`config.mk`:
```
export PLATFORM = sky130hd
export DESIGN_NAME = axi4_slave_write_responder
export DESIGN_NICKNAME = d
export VERILOG_FILES = /design/src/rtl/axi4_globals_pkg.sv /design/src/rtl/axi4_sync_fifo.sv /design/src/rtl/axi4_slave_write_responder.sv
export SDC_FILE = /design/constraint.sdc
export NUM_CORES = 1
export LEC_CHECK = 0
export BUFFER_PORTS_ARGS = -buffer_cell sky130_fd_sc_hd__buf_2
export CAP_MARGIN = 25
export CORE_AREA = 4 4 274 276
export DETAILED_ROUTE_END_ITERATION = 12
export DIE_AREA = 0 0 278 280
export PLACE_DENSITY = 0.69
export RECOVER_POWER = 50
export SLEW_MARGIN = 5
export SYNTH_ARGS = -nofsm -noshare
export SYNTH_HDL_FRONTEND = slang
export SYNTH_SLANG_ARGS = --single-unit
```
`constraint.sdc`:
```
create_clock -name aclk -period 6.2 [get_ports aclk]
set_input_delay 1.24 -clock aclk [delete_from_list [all_inputs] [get_ports aclk]]
set_output_delay 1.24 -clock aclk [all_outputs]
set_load 0.05 [all_outputs]
```
`src/rtl/axi4_globals_pkg.sv`:
```
// Shared AXI4 encodings, default widths and small helpers for the slave write path.
package axi4_globals_pkg;

    localparam int ADDRESS_WIDTH          = 32;
    localparam int DATA_WIDTH             = 32;
    localparam int STROBE_WIDTH           = DATA_WIDTH / 8;
    localparam int OUTSTANDING_FIFO_DEPTH = 16;

    typedef enum logic [1:0] {
        BURST_FIXED    = 2'b00,
        BURST_INCR     = 2'b01,
        BURST_WRAP     = 2'b10,
        BURST_RESERVED = 2'b11
    } awburst_e;

    typedef enum logic [2:0] {
        SIZE_1B, SIZE_2B, SIZE_4B, SIZE_8B, SIZE_16B, SIZE_32B, SIZE_64B, SIZE_128B
    } awsize_e;

    typedef enum logic [1:0] {
        RESP_OKAY   = 2'b00,
        RESP_EXOKAY = 2'b01,
        RESP_SLVERR = 2'b10,
        RESP_DECERR = 2'b11
    } bresp_e;

    typedef enum logic [1:0] {IDLE, LOAD, DATA, RESP} wr_state_e;

    function automatic logic wrap_len_ok(input logic [3:0] len);
        return (len == 4'd1) || (len == 4'd3) || (len == 4'd7) || (len == 4'd15);
    endfunction

    // The encoding order already matches severity (DECERR > SLVERR > OKAY).
    function automatic bresp_e worse_resp(input bresp_e a, input bresp_e b);
        return (a > b) ? a : b;
    endfunction

endpackage

```
`src/rtl/axi4_sync_fifo.sv`:
```
// Single-clock FIFO with show-ahead head, full/empty flags and occupancy count.
module axi4_sync_fifo #(
    parameter int  WIDTH = 8,
    parameter int  DEPTH = 16,
    localparam int PTR_W = $clog2(DEPTH)
) (
    input  logic             aclk,
    input  logic             areset,
    input  logic             push,
    input  logic [WIDTH-1:0] push_data,
    input  logic             pop,
    output logic [WIDTH-1:0] head,
    output logic             full,
    output logic             empty,
    output logic [PTR_W:0]   count
);

    logic [WIDTH-1:0] mem [DEPTH];
    logic [PTR_W-1:0] wr_ptr;
    logic [PTR_W-1:0] rd_ptr;
    logic             push_ok;
    logic             pop_ok;

    assign full    = (count == (PTR_W+1)'(DEPTH));
    assign empty   = (count == '0);
    assign push_ok = push && !full;
    assign pop_ok  = pop && !empty;
    assign head    = mem[rd_ptr];

    // NOTE: storage has no reset; the pointers and count alone define validity,
    // and leaving the array unreset lets it map onto plain RAM.
    always_ff @(posedge aclk) begin
        if (push_ok) mem[wr_ptr] <= push_data;
    end

    // NOTE: sequential state is written only with non-blocking assignments so every
    // flop samples pre-edge values regardless of process ordering.
    always_ff @(posedge aclk or posedge areset) begin
        if (areset) begin
            wr_ptr <= '0;
            rd_ptr <= '0;
            count  <= '0;
        end else begin
            if (push_ok) wr_ptr <= wr_ptr + PTR_W'(1);
            if (pop_ok)  rd_ptr <= rd_ptr + PTR_W'(1);
            case ({push_ok, pop_ok})
                2'b10:   count <= count + (PTR_W+1)'(1);
                2'b01:   count <= count - (PTR_W+1)'(1);
                default: count <= count;
            endcase
        end
    end

endmodule

```
`src/rtl/axi4_slave_write_responder.sv`:
```
// AXI4 slave write responder: buffers AW, walks W beats onto a byte-strobed memory
// port and returns one in-order B response per burst.
module axi4_slave_write_responder #(
    parameter int                       ADDRESS_WIDTH          = axi4_globals_pkg::ADDRESS_WIDTH,
    parameter int                       DATA_WIDTH             = axi4_globals_pkg::DATA_WIDTH,
    parameter int                       OUTSTANDING_FIFO_DEPTH = axi4_globals_pkg::OUTSTANDING_FIFO_DEPTH,
    parameter logic [ADDRESS_WIDTH-1:0] MIN_ADDRESS            = ADDRESS_WIDTH'(32'h0000_0000),
    parameter logic [ADDRESS_WIDTH-1:0] MAX_ADDRESS            = ADDRESS_WIDTH'(32'h0000_2FFF)
) (
    input  logic                      aclk,
    input  logic                      areset,
    input  logic [3:0]                awid,
    input  logic [ADDRESS_WIDTH-1:0]  awaddr,
    input  logic [3:0]                awlen,
    input  logic [2:0]                awsize,
    input  logic [1:0]                awburst,
    input  logic                      awvalid,
    output logic                      awready,
    input  logic [DATA_WIDTH-1:0]     wdata,
    input  logic [DATA_WIDTH/8-1:0]   wstrb,
    input  logic                      wlast,
    input  logic                      wvalid,
    output logic                      wready,
    output logic [3:0]                bid,
    output logic [1:0]                bresp,
    output logic                      bvalid,
    input  logic                      bready,
    output logic                      mem_we,
    output logic [ADDRESS_WIDTH-1:0]  mem_addr,
    output logic [DATA_WIDTH-1:0]     mem_wdata,
    output logic [DATA_WIDTH/8-1:0]   mem_wstrb
);

    import axi4_globals_pkg::*;

    localparam int STRB_W  = DATA_WIDTH / 8;
    localparam int COUNT_W = $clog2(OUTSTANDING_FIFO_DEPTH) + 1;

    typedef struct packed {
        logic [3:0]               id;
        logic [ADDRESS_WIDTH-1:0] addr;
        logic [3:0]               len;
        awsize_e                  size;
        awburst_e                 burst;
    } aw_req_t;

    aw_req_t                  aw_in;
    aw_req_t                  fifo_head;
    aw_req_t                  req;
    logic                     fifo_push;
    logic                     fifo_pop;
    logic                     fifo_full;
    logic                     fifo_empty;
    logic [COUNT_W-1:0]       fifo_count;

    wr_state_e                state;
    wr_state_e                next_state;

    logic [ADDRESS_WIDTH-1:0] addr;
    logic [ADDRESS_WIDTH-1:0] inc;
    logic [ADDRESS_WIDTH-1:0] size_mask;
    logic [ADDRESS_WIDTH-1:0] wrap_mask;
    logic [ADDRESS_WIDTH-1:0] next_addr;
    logic [3:0]               beat_cnt;
    bresp_e                   err;
    bresp_e                   beat_err;
    logic                     pre_err;
    logic                     pre_err_c;
    logic                     in_range;
    logic                     len_match;
    logic                     burst_end;
    logic                     w_hs;

    assign aw_in = '{id: awid, addr: awaddr, len: awlen,
                     size: awsize_e'(awsize), burst: awburst_e'(awburst)};

    assign awready   = !areset && !fifo_full;
    assign fifo_push = awvalid && awready;
    assign w_hs      = wready && wvalid;
    assign bvalid    = (state == RESP);
    assign bid       = req.id;
    assign bresp     = err;

    axi4_sync_fifo #(
        .WIDTH ($bits(aw_req_t)),
        .DEPTH (OUTSTANDING_FIFO_DEPTH)
    ) u_aw_fifo (
        .aclk      (aclk),
        .areset    (areset),
        .push      (fifo_push),
        .push_data (aw_in),
        .pop       (fifo_pop),
        .head      (fifo_head),
        .full      (fifo_full),
        .empty     (fifo_empty),
        .count     (fifo_count)
    );

    fifo_flags_consistent: assert property (@(posedge aclk) disable iff (areset)
        fifo_full == (fifo_count == COUNT_W'(OUTSTANDING_FIFO_DEPTH)));

    always_ff @(posedge aclk or posedge areset) begin
        if (areset) state <= IDLE;
        else        state <= next_state;
    end

    // NOTE: every output of a combinational block gets a default before the case,
    // so no path leaves a signal unassigned and no latch is inferred.
    always_comb begin
        next_state = state;
        fifo_pop   = 1'b0;
        wready     = 1'b0;
        case (state)
            IDLE: begin
                if (!fifo_empty) begin
                    fifo_pop   = 1'b1;
                    next_state = LOAD;
                end
            end
            LOAD: next_state = DATA;
            DATA: begin
                wready = 1'b1;
                if (wvalid && burst_end) next_state = RESP;
            end
            RESP: if (bready) next_state = IDLE;
            default: next_state = IDLE;
        endcase
    end

    always_comb begin
        inc       = ADDRESS_WIDTH'(1) << req.size;
        size_mask = inc - ADDRESS_WIDTH'(1);
        wrap_mask = ((ADDRESS_WIDTH'(req.len) + ADDRESS_WIDTH'(1)) << req.size) - ADDRESS_WIDTH'(1);
        case (req.burst)
            BURST_FIXED: next_addr = addr;
            BURST_WRAP:  next_addr = (addr & ~wrap_mask) | ((addr + inc) & wrap_mask);
            default:     next_addr = addr + inc;
        endcase

        pre_err_c = (req.burst == BURST_RESERVED)
                 || (inc > ADDRESS_WIDTH'(STRB_W))
                 || ((req.burst == BURST_WRAP)
                     && (!wrap_len_ok(req.len) || ((req.addr & size_mask) != '0)));

        // One unsigned compare covers both bounds: below MIN wraps to a huge offset.
        in_range  = (addr - MIN_ADDRESS) <= (MAX_ADDRESS - MIN_ADDRESS);
        len_match = (beat_cnt == req.len);
        burst_end = wlast || len_match;
        beat_err  = in_range ? RESP_OKAY : RESP_DECERR;
        if (burst_end && (wlast != len_match)) beat_err = worse_resp(beat_err, RESP_SLVERR);
    end

    always_ff @(posedge aclk or posedge areset) begin
        if (areset) begin
            req       <= '0;
            addr      <= '0;
            beat_cnt  <= '0;
            err       <= RESP_OKAY;
            pre_err   <= 1'b0;
            mem_we    <= 1'b0;
            mem_addr  <= '0;
            mem_wdata <= '0;
            mem_wstrb <= '0;
        end else begin
            mem_we <= 1'b0;
            case (state)
                IDLE: if (fifo_pop) req <= fifo_head;
                LOAD: begin
                    addr     <= req.addr;
                    beat_cnt <= '0;
                    pre_err  <= pre_err_c;
                    err      <= pre_err_c ? RESP_SLVERR : RESP_OKAY;
                end
                DATA: begin
                    if (w_hs) begin
                        mem_we    <= in_range && !pre_err;
                        mem_addr  <= addr & ~size_mask;
                        mem_wdata <= wdata;
                        mem_wstrb <= wstrb;
                        beat_cnt  <= beat_cnt + 4'd1;
                        addr      <= next_addr;
                        err       <= worse_resp(err, beat_err);
                    end
                end
                default: ;
            endcase
        end
    end

endmodule

```
# [After elaboration in Yosys (flattened, before gate mapping)]
# Memories as Yosys holds them, arrays and structs flattened. A register that Yosys moved wholly into a read port is not among the register bits.
# Cells that the tools add are included.
[classes] n_eq_ne=20 n_shift=2 n_mux=24 bitwise_logic=7 n_addsub=9 order_cmp=4 reduce_logical=33
[ops] op="$and A32 B32 Y32" n=4
[ops] op="$pmux W32 S2" n=2
[ops] op="$not A32 Y32" n=2
[ops] op="$sub A32 B1 Y32 const B" n=2
[ops] op="$add A32 B32 Y32" n=1
[ops] op="$gt A32 B3 Y1 const B" n=1
[ops] op="$le A32 B14 Y1 const B" n=1
[ops] op="$mux W32" n=1
[ops] op="$or A32 B32 Y32" n=1
[ops] op="$reduce_bool A32 Y1" n=1
[ops] op="$shl A1 B3 Y32 const A" n=1
[ops] op="$shl A5 B3 Y32" n=1
[ops] op="$mux W2" n=9
[ops] op="$add A4 B1 Y4 const B" n=3
[ops] op="$eq A2 B2 Y1 const B" n=5
[ops] op="$ne A2 B2 Y1 const B" n=5
[ops] op="$pmux W5 S2" n=1
[ops] op="$logic_and A1 B1 Y1" n=9
[ops] op="$reduce_and A3 Y1" n=3
[ops] op="$pmux W2 S4" n=1
[ops] op="$pmux W4 S2" n=1
[ops] op="$logic_or A1 B1 Y1" n=7
[ops] op="$mux W1" n=7
[ops] op="$reduce_and A2 Y1" n=3
[ops] op="other kinds (20)" n=27
[totals] word_cells=112 mem_bits_rw=720 n_memories=1 ff_bits=123 inputBits=87
[mem_list] memory="u_aw_fifo.mem" words=16 word_bits=45 read_ports=1 rd_clocked_by_memory_dff=1 write_ports=1 line="axi4_sync_fifo.sv:18" source="logic [WIDTH-1:0] mem [DEPTH];"

# [Logic depth before layout (Yosys ltp)]
# Gate-level depths: netlist of run 1.
[logic_depth] ltp_word=10 ltp_mapped=16 depth_no_buf=14

# [Modules after synthesis]
# From an unflattened synthesis of run 1, not the netlist that was laid out.
[hier_totals] cells_unflattened=2358 area_unflattened_um2=37178.2
[by_module_without_submodules] mod="axi4_sync_fifo" instances=1 cells_each=1431 seq_area_each_um2=21946.0 area_each_um2=28551.1
[by_module_without_submodules] mod="axi4_slave_write_responder" instances=1 cells_each=927 seq_area_each_um2=3878.7 area_each_um2=8627.0

# [Worst setup path after synthesis of run 1]
# OpenSTA, ideal clock, no wires.
[synth_timing] path_kind="in2reg" startpoint="input areset" endpoint="memory u_aw_fifo.mem[1][0] (netlist name), enable pin" arrival_ns=6.803 cell_stages=5 path_buffers=1 path_slack_ns=-1.162 setup_time_ns=0.559 path_cell_list="nor2_1 > and2_1 > clkbuf_1 > inv_1 > nor4_1"
[synth_via] elab_chain_cells=6
[synth_lines] item="start: declaration" line="axi4_slave_write_responder.sv:11" source="input logic areset,"
[synth_lines] item="$logic_not A1 Y1 (no source line)"
[synth_lines] item="$logic_and A1 B1 Y1" line="axi4_slave_write_responder.sv:77" source="assign awready = !areset && !fifo_full;"
[synth_lines] item="$logic_and A1 B1 Y1" line="axi4_slave_write_responder.sv:78" source="assign fifo_push = awvalid && awready;"
[synth_lines] item="$logic_and A1 B1 Y1" line="axi4_sync_fifo.sv:26" source="assign push_ok = push && !full;"
[synth_lines] item="$mux W1" line="axi4_sync_fifo.sv:33" source="if (push_ok) mem[wr_ptr] <= push_data;"
[synth_lines] item="$mux W1 (implied by the code)" line="axi4_sync_fifo.sv:33"
[synth_lines] item="end: declaration" line="axi4_sync_fifo.sv:18"
# Every way passes these cells.

==> results of run 1 <==
kinds of logic after synthesis:
logic type	count (synthesis)	synth area share [%]
DFF	888	71.6
and+or+nand+nor	415	5.32
muxes	291	16.1
AOI/OAI and AO/OA	177	3.33
buffers and inverters	152	1.67
adders and majority gates	34	1.22
xor gates and xnor gates	33	0.801
where the power goes:
part / switching, mW / total [mW] / internal, mW / leakage (nW)
registers: 0.863 / 8.10 / 7.24 / 8.54
clock network: 2.31 / 5.42 / 3.12 / 1.48
logic: 4.00 / 6.90 / 2.90 / 4.24
path summary, 6_finish.rpt:
kind	endpoint	slack, ns	startpoint
min in group asynchronous	u_aw_fifo.count[4]	1.50	areset
max	flip-flop	1.67	state[0]
max in group asynchronous	req[25]	2.32	areset
min	mem_addr[23]	0.46	mem_addr[23]
min reg2reg	mem_addr[23]	0.46	mem_addr[23]
max reg2reg	flip-flop	1.67	state[0]
final cells by class:
| type | instances | area, um^2 | area share [%] |
|---|---|---|---|
| multi-input cells | 950 | 9750 | 23.8 |
| diodes | 1 | 2.50 | 0.00610 |
| clock buffers | 116 | 2480 | 6.05 |
| flip-flops and latches | 888 | 25800 | 63.0 |
| well taps | 959 | 1200 | 2.92 |
| clock inverters | 55 | 551 | 1.34 |
| repair buffers | 197 | 1040 | 2.53 |
| inverters | 44 | 169 | 0.412 |
Yosys cell counts, types with 15 or more instances:
| master | count |
|---|---|
| edfxtp_1 | 720 |
| nand2_1 | 229 |
| mux4_2 | 225 |
| dfrtp_1 | 168 |
| clkbuf_1 | 70 |
| mux2_2 | 57 |
| nor2_1 | 46 |
| o21ai_0 | 46 |
| inv_1 | 44 |
| nand3_1 | 35 |
| a21oi_1 | 33 |
| ha_1 | 32 |
| xnor2_1 | 28 |
| buf_1 | 23 |
| nand4_1 | 16 |
| nor4_1 | 16 |
| nor3_1 | 15 |
flip-flops by register name (all words and copies together) (netlist names), 4 cells and up, named ones only:
signal,count
mem_wdata,32
mem_addr,32
u_aw_fifo.count,5
beat_cnt,4
req,41
u_aw_fifo.wr_ptr,4
u_aw_fifo.mem,720
bid,4
u_aw_fifo.rd_ptr,4
mem_wstrb,4
metal layers:
layer	wire length [um]	GRT usage [%]
met3	5380	3.42
met1	33700	29.7
met2	41000	35.7
met4	2050	5.54
met5	51	0
stage by stage:
| step | power, mW | hold slack [ns] | area (um^2) | setup TNS (ns) | std cells |
|---|---|---|---|---|---|
| floorplan | 13.1 | 0.413 | 36100 | -209.19 | 1990 |
| global placement | 15.0 | 0.447 | 38100 | 0 | 3037 |
| detailed placement | 15.2 | 0.442 | 38100 | 0 | 3037 |
| CTS | 20.6 | 0.458 | 41100 | 0 | 3208 |
| global route | 21.4 | 0.486 | 41000 | 0 | 3210 |
| finish | 20.4 | 0.461 | 41000 | 0 | 3210 |
cells in the final DEF, fill, tap and decap left out, drive strengths merged, types with 32 or more instances in the layout:
master  instances
inv            45
dfrtp         168
clkinv         43
buf           148
clkbuf        165
nand3          35
mux4          225
o21ai          52
nor2           47
mux2           57
a21oi          34
edfxtp        720
ha             32
nand2         229
tightest hold or removal path, delay by kind of cell (launching register included):
kind | cells | cell delay [ns]
flip-flops | 1 | 0.34
AND/OR/NAND/NOR | 2 | 0.09
==> qor.txt, run 1 <==
Tcrit/Tclk final - 73.0%
Finished Core Util - 56.5%
H-tree depth - 3
Hpwl dp - 47.5 mm
Port-buffer cells - 164
CTS Buf Count - 91
Largest fanout on the critical path - 24
Biggest area consumer among synthesized cells - edfxtp_1
Residual DRC - 0
Critical-path top delay cell - clkbuf_1
Worst Path Arrival - 5.04 ns
Layout fillers - 5487
Row count - 99
Share of layout cells above drive strength 1 - 27.2%
Levels on crit path - 9
Leakage - 14.3 nW
Most frequent cell on the critical path - inv_1
Vias per std cell - 5.98
Clock slew seen by the registers of the worst setup and hold paths - 0.06 ns
# Post-CTS Setup Buffers - 0
Unrepaired setup endpoints after global routing - no
Mapped Area - 0.0361 mm^2
Sequential area share after synthesis - 71.6%
FF-to-FF path depth - 9
Max frequency - 221 MHz
Core outline area - 0.0726 mm^2
Initial antenna violation count - 8
Main synth FF type - edfxtp_1
Clk Latency, worst-skew pair - 0.66 ns
Die W - 278 um
Post-synth EDFFs - 720
Crit Path Class - flip-flop to flip-flop
Grt total ovfl - 0
Worst Path Buf+Inv - 3
Initial DRT Pass Iterations - 7
Layout area overhead - 13.7%
Initial core utilization - 49.7%
Post-CTS sizing - 0
Yosys reg bits - 888
Status - finished, violations left
Nets - 2293
Yosys top cell area share - 59.9%
Final Setup Violations - 0
Failing checks - max-capacitance violations, max-slew violations
Slew HR - -110%
Worst endpoint required time - 6.72 ns
Initial drt markers - 1732
Synthesized net count - 2111
Worst-margin pin slew - 3.14 ns
CP endpoint kind - flip-flop
Pre-CTS setup slack - 2.01 ns
Worst setup SP type - flip-flop
Setup ws final - 1.67 ns
Worst path max stage delay - 1.01 ns
Final GP Congestion - 0.884
Root Buffer - clkbuf_16
CP Cell Sequence - inv_1, ha_1, clkbuf_1, inv_1, nor2_1, o21ai_0, mux2i_1, nor3_1, a2111oi_0
Die Y - 280 um
Hold WC Path Type - flip-flop to flip-flop
Die area - 0.0778 mm^2
DR WL/cell - 25.6 um
Async SR Flop Fraction - 18.9%
Routed Antenna Nets - 0
Hold Path Stages - 2
DRT Wirelength - 82.2 mm
Synthesis warning total - 0
Final Max Tran Viols - 198
Largest net degree at the start of global routing - 122
Vias in the first global route - 19797
Post-synth cell types - 79
VDD IR-drop max - 0.442 mV
Clk sinks - 888
CTS tree - built
CTS max path bufs - 3
Fin. Hold Viols - 0
Syn Inst Count - 1990
# IOs - 165
CTS Hold Bufs - 0
Max_cap viols - 2
Power density cells - 498 mW/mm^2
Syn_area_per_cell - 18.1 um^2
Final Critical Period - 4.53 ns
First-pass GRT wire length - 126 mm
Vias - 19188
Area contributors post-synth - edfxtp_1 (60%), mux4_2 (14%), dfrtp_1 (12%), nand2_1 (2.4%), mux2_2 (1.8%)
Max Clock Skew - 0.0309 ns
Cell family with most CP delay - buffers and inverters
Gr usage total - 21.3%
No activity file was read; power rests on OpenSTA's default activity.
==> run 2, diff against run 1 <==
Settings changed: PLACE_DENSITY 0.69 to 0.67.
Clock period 6.2 ns to 4.5 ns, I/O delays scaled along.
==> qor.txt, run 2 (synthesis gave the netlist of run 1 again) <==
Final Max Tran Viols - 87 (-56%)
Worst path max stage delay - 0.53 ns (-0.48 ns)
CTS Hold Bufs - 0 (unchanged)
Max frequency - 263 MHz (+19%)
Worst Path Arrival - 4.28 ns (-0.76 ns)
CTS tree - built
Final GP Congestion - 0.887 (+0.31%)
DR WL/cell - 25.5 um (-0.50%)
Most frequent cells in the layout - edfxtp_1 (720), nand2_1 (228), mux4_2 (225), dfrtp_1 (164), clkbuf_1 (113)
Status - finished, violations left
Hold WC Path Type - input pin to flip-flop
Nets - 2322 (+1.3%)
Clock slew seen by the registers of the worst setup and hold paths - 0.06 ns (about the same)
DRT Wirelength - 82.6 mm (+0.49%)
Most common cell after layout, fill and taps aside - edfxtp_1
Initial antenna violation count - 12 (+4)
Final Setup Violations - 0 (unchanged)
CP endpoint kind - flip-flop
Largest regs - u_aw_fifo.mem: 720 flops, req: 41 flops
Die area - 0.0778 mm^2 (unchanged)
Row count - 99 (unchanged)
H-tree depth - 3 (unchanged)
CTS Buf Count - 93 (+2.2%)
Root Buffer - clkbuf_16
Initial drt markers - 1669 (-3.6%)
Register with the most flip-flops - u_aw_fifo.mem
Largest fanout on the critical path - 9 (-63%)
Critical-path top delay cell - dfrtp_1
Worst-margin pin slew - 2.52 ns (-0.622 ns)
Gr usage total - 21.3% (about the same)
First-pass GRT wire length - 125 mm (-0.58%)
Clk Latency, worst-skew pair - 0.65 ns (about the same)
Die W - 278 um (unchanged)
Fin cells - 3242 (+1.0%)
Fin. Hold Viols - 0 (unchanged)
Layout area overhead - 14.5%
Initial DRT Pass Iterations - 6 (-1)
Share of layout cells above drive strength 1 - 26.2% (-0.97 points)
CTS max path bufs - 3 (unchanged)
Vias - 19124 (-0.33%)
Tcrit/Tclk final - 84.5% (+12 points)
Worst setup SP type - flip-flop
Layout fillers - 5532 (+0.82%)
Largest net degree at the start of global routing - 76 (-38%)
Port-buffer cells - 164 (unchanged)
Leakage - 14.3 nW (+0.26%)
Residual DRC - 0 (unchanged)
Final Critical Period - 3.80 ns (-0.723 ns)
Register area - 0.0258 mm^2 (unchanged)
Core outline area - 0.0726 mm^2 (unchanged)
Unrepaired setup endpoints after global routing - no
Max Clock Skew - 0.0607 ns (+0.0297 ns)
Grt total ovfl - 0 (unchanged)
Worst endpoint required time - 4.98 ns (-1.74 ns)
Most frequent cell on the critical path - ha_1
Max_cap viols - 3 (+1)
Total power draw - 28.3 mW (+38%)
Hpwl dp - 50.2 mm (+5.7%)
Die Y - 280 um (unchanged)
Vias per std cell - 5.90 (-1.3%)
Crit Path Class - flip-flop to flip-flop
Max reg flops - 720 (unchanged)
Inst Count DP - 3065 (+0.92%)
Multi-input gate area - 0.00978 mm^2 (+0.36%)
Failing checks - max-capacitance violations, max-slew violations
VDD IR-drop max - 0.421 mV (-4.9%)
Clk sinks - 888 (unchanged)
CP Cell Sequence - ha_1, xor2_1, o311a_1, or4_1, nor2_4, nand3_1, nor2_1, ha_1, a21boi_0, nand4_1, xnor2_1, a222oi_1, inv_1
# Post-CTS Setup Buffers - 0 (unchanged)
Post-CTS sizing - 0 (unchanged)
Routed Antenna Nets - 0 (unchanged)
Initial core utilization - 49.7% (unchanged)
Pre-CTS setup slack - 0.801 ns (-1.21 ns)
Slew HR - -68.0% (+41 points)
Setup ws final - 0.697 ns (-0.977 ns)
Power density cells - 684 mW/mm^2 (+37%)
# IOs - 165 (unchanged)
Vias in the first global route - 19598 (-1.0%)
-- run 2: cell types whose count changed in the layout (fill, tap and decap cells not counted), sizes merged --
| cell | before | now |
|---|---|---|
| buf | 148 | 141 |
| bufinv | 6 | 4 |
| diode | 1 | 3 |
| inv | 45 | 47 |
| clkinv | 43 | 25 |
| clkbuf | 165 | 220 |
-- run 2: layout make-up --
| cell class | count | share of cell area [%] |
|---|---|---|
| sequential | 888 | 62.5 |
| clock inverter | 37 | 0.933 |
| antenna | 3 | 0.0182 |
| timing repair buffer | 224 | 3.13 |
| clock buffer | 137 | 6.40 |
| inverter | 44 | 0.403 |
| tap | 959 | 2.90 |
| multi-input combinational | 950 | 23.7 |
-- run 2: power breakdown --
| part | internal [mW] | total, mW | switching [mW] | leakage [nW] |
|---|---|---|---|---|
| sequential | 9.97 | 11.2 | 1.26 | 8.54 |
| clock | 4.33 | 7.42 | 3.09 | 1.47 |
| combinational | 4.11 | 9.59 | 5.48 | 4.29 |
-- run 2: final timing paths --
| path | from | to | slack (ns) | depth (start not counted) |
|---|---|---|---|---|
| worst min-delay path | wdata[4] | mem_wdata[4] | 0.44 | 3 |
| max in group asynchronous | areset | mem_wdata[11] | 1.02 | 3 |
| worst max-delay path | req[6] | flip-flop | 0.70 | 13 |
| worst max register to register | req[6] | flip-flop | 0.70 | 13 |
| min in group asynchronous | areset | mem_wstrb[0] | 0.53 | 2 |
| worst min register to register | pre_err | mem_we | 0.46 | 1 |
-- run 2: per-stage QoR --
step | cell area, um^2 | hold WS [ns] | utilization, % | TNS [ns]
2_1_floorplan | 36100 | 0.413 | - | -371.27
3_3_place_gp | 38400 | 0.443 | 52.9 | 0
3_5_place_dp | 38400 | 0.448 | 52.9 | 0
4_1_cts | 41400 | 0.345 | 57.1 | 0
5_1_grt | 41300 | 0.424 | 56.9 | 0
6_report | 41300 | 0.444 | 56.9 | 0
-- run 2: worst max-delay path, delay by kind of cell, from the launching register on --
| family | cells | cell delay, ns |
|---|---|---|
| simple gates | 5 | 1.09 |
| compound gates | 3 | 0.93 |
| flops | 1 | 0.53 |
| fa+ha+maj | 2 | 0.61 |
| buf+inv | 1 | 0.07 |
| xor+xnor | 2 | 0.40 |
-- run 2: layer usage --
| metal | wire (um) | vias to the layer above | GRT usage, % |
|---|---|---|---|
| li1 | - | 8347 | - |
| met1 | 34500 | 9999 | 30.0 |
| met2 | 40800 | 648 | 34.7 |
| met3 | 5470 | 120 | 4.27 |
| met4 | 1690 | 10 | 5.55 |
| met5 | 59 | - | 0 |
==> run 3, diff against run 2 <==
Settings changed: ABC_AREA set to 1, CORE_AREA 4 4 274 276 to 4 4 277 279, DIE_AREA 0 0 278 280 to 0 0 281 283, PLACE_DENSITY 0.67 to 0.69.
Clock period 4.5 ns to 3.35 ns, I/O delays scaled along.
==> qor.txt, run 3 <==
Status - finished, violations left
Failing checks - max-capacitance violations, max-slew violations
Synthesis warning total - 0 (unchanged)
Post-CTS sizing - 0 (unchanged)
CTS max path bufs - 3 (unchanged)
CP endpoint kind - flip-flop
Fin. Hold Viols - 0 (unchanged)
Slew HR - -21.1% (+47 points)
Power density cells - 916 mW/mm^2 (+34%)
Synth top cells by count - edfxtp_1 (720), nand2_1 (694), nor2_1 (209)
Initial drt markers - 2283 (+37%)
Routed Antenna Nets - 0 (unchanged)
Total power draw - 38.6 mW (+37%)
Syn Inst Count - 2997 (+51%)
Final Critical Period - 3.14 ns (-0.663 ns)
Metal3 WL - 7.64 mm (+40%)
Worst Path Arrival - 3.68 ns (-0.60 ns)
Crit Path Class - flip-flop to flip-flop
Grt total ovfl - 0 (unchanged)
Hold WC Path Type - input pin to flip-flop
DR WL/cell - 23.0 um (-9.8%)
Synthesized net count - 3118 (+48%)
Layout area overhead - 14.1%
Register area - 0.0258 mm^2 (unchanged)
Post-Synth Adder-Cell Area - 1.19% (-0.029 points)
Biggest area consumer among synthesized cells - edfxtp_1
Port-buffer cells - 164 (unchanged)
Vias per std cell - 5.96 (+1.0%)
Yosys top cell area share - 58.5% (-1.4 points)
Max Clock Skew - 0.0317 ns (-0.0290 ns)
Max_cap viols - 2 (-1)
Main combinational cell family by area after synthesis - simple AND/OR/NAND/NOR gates
Initial core utilization - 49.8% (+0.092 points)
Most common cell after layout, fill and taps aside - edfxtp_1
Die W - 281 um (+1.1%)
Layout fillers - 5903 (+6.7%)
XOR/XNOR Fraction of Synth Area - 0.403% (-0.40 points)
Die Y - 283 um (+1.1%)
Count leader, synth - edfxtp_1
CTS tree - built
Final Setup Violations - 0 (unchanged)
Initial antenna violation count - 9 (-3)
Clock slew seen by the registers of the worst setup and hold paths - 0.06 ns (about the same)
Post-synth EDFFs - 720 (unchanged)
Vias - 24892 (+30%)
CTS Hold Bufs - 0 (unchanged)
Mux contribution to synthesized area - 2.53% (-14 points)
Area contributors post-synth - edfxtp_1 (59%), dfrtp_1 (11%), nand2_1 (7.1%), mux2i_1 (2.5%), a32oi_1 (2.1%)
Share of layout cells above drive strength 1 - 10.8% (-15 points)
Syn_area_per_cell - 12.3 um^2 (-32%)
Clk Latency, worst-skew pair - 0.66 ns (about the same)
Final Max Tran Viols - 156 (+79%)
Nets - 3251 (+40%)
Sequential area share after synthesis - 69.9% (-1.7 points)
Fin cells - 4178 (+29%)
Tcrit/Tclk final - 93.7% (+9.2 points)
Row count - 100 (+1.0%)
VDD IR-drop max - 0.475 mV (+13%)
Inst Count DP - 4007 (+31%)
Worst setup SP type - flip-flop
Async SR Flop Fraction - 18.9% (unchanged)
Main synth FF type - edfxtp_1
Gr usage total - 23.6% (+2.3 points)
Worst-margin pin slew - 1.82 ns (-0.705 ns)
Largest regs - u_aw_fifo.mem: 720 flops, req: 41 flops
CTS Buf Count - 89 (-4.3%)
WL met1 - 39.5 mm (+14%)
Mapped Area - 0.0369 mm^2 (+2.4%)
Largest net degree at the start of global routing - 115 (+51%)
Final GP Congestion - 0.921 (+3.8%)
DRT Wirelength - 96.0 mm (+16%)
Unrepaired setup endpoints after global routing - no
First-pass GRT wire length - 144 mm (+15%)
Max frequency - 318 MHz (+21%)
# Post-CTS Setup Buffers - 0 (unchanged)
Top sig layer - met5
Yosys reg bits - 888 (unchanged)
Most frequent cells in the layout - edfxtp_1 (720), nand2_1 (693), nor2_1 (193), dfrtp_1 (164), o21ai_0 (139)
H-tree depth - 3 (unchanged)
Met2 wire len - 46.6 mm (+14%)
Placement Cell Area - 0.0392 mm^2 (+2.2%)
Largest fanout on the critical path - 6 (-3)
Hpwl dp - 54.4 mm (+8.2%)
Finished Core Util - 56.8% (-0.12 points)
Max reg flops - 720 (unchanged)
Register with the most flip-flops - u_aw_fifo.mem
Residual DRC - 0 (unchanged)
Root Buffer - clkbuf_16
Worst endpoint required time - 3.89 ns (-1.09 ns)
Post-route cell area - 0.0421 mm^2 (+2.0%)
# IOs - 165 (unchanged)
Post-synth cell types - 53 (-33%)
Synth Area in Simple Gates - 11.4% (+6.1 points)
Core outline area - 0.0742 mm^2 (+2.2%)
Initial DRT Pass Iterations - 8 (+2)
Vias in the first global route - 24031 (+23%)
Die area - 0.0795 mm^2 (+2.2%)
Multi-input gate area - 0.0101 mm^2 (+2.9%)
Leakage - 15.3 nW (+7.3%)
Clk sinks - 888 (unchanged)
Synth Area in Compound Gates - 11.3% (+8.0 points)
-- run 3: cell type report --
type	instances	share of cell area (%)
Clock inverter	41	1.18
Multi-Input combinational cell	1816	23.9
Tap cell	969	2.88
Timing Repair Buffer	228	3.90
Inverter	107	0.980
Sequential cell	888	61.3
Clock buffer	124	5.83
Antenna cell	5	0.0297
-- run 3: report_power, final --
part	leakage [nW]	internal [mW]	switching, mW
Combinational	5.40	4.16	9.79
Clock	1.44	5.79	4.15
Sequential	8.50	13.4	1.35
-- run 3: metal layers --
layer  vias up  GRT usage (%)
li1      11279              -
met1     12426           32.3
met2      1021           38.8
met3       158           4.01
met4         8           7.32
met5         -              0
-- run 3: worst max-delay path, cell delays in order (launching register included) --
cell and delay, ns:
dfrtp_1 0.44, nor2_1 0.16, nand2_1 0.13, inv_1 0.08, ha_1 0.17, inv_1 0.07, fa_1 0.42, nor2_1 0.19
a21oi_1 0.13, o21ai_2 0.29, nand2_1 0.18, nor3_4 0.24, nand3_1 0.12, and3_1 0.19, nand2_1 0.06, nand2_1 0.05
nand2_1 0.06, nand2_1 0.06
-- run 3: worst paths after layout --
check                          from             endpoint  slack, ns  depth (start not counted)
setup / recovery             req[2]            flip-flop       0.21                         17
hold / removal             wdata[8]         mem_wdata[8]       0.22                          3
setup reg to reg             req[2]            flip-flop       0.21                         17
hold reg to reg             pre_err               mem_we       0.44                          1
max in group asynchronous    areset  u_aw_fifo.rd_ptr[1]       0.41                          4
min in group asynchronous    areset   u_aw_fifo.count[1]       0.71                          3
-- run 3: stage by stage --
stage	setup WS, ns	hold WS, ns	TNS (ns)
2_1_floorplan	-1.57	0.413	-943.24
3_3_place_gp	0.354	0.432	0
3_5_place_dp	0.230	0.432	0
4_1_cts	0.211	0.178	0
5_1_grt	0.0227	0.207	0
6_report	0.210	0.218	0
-- run 3: cell families (layout without fill, tap and decap cells) --
kind of cell               after synthesis  in the layout
DFF                                    888            888
buffers and inverters                  293            500
xor gates and xnor gates                17             17
and+or+nand+nor                       1046           1046
other                                    0              5
AOI/OAI and AO/OA                      626            626
adders and majority gates               34             34
muxes                                   93             93
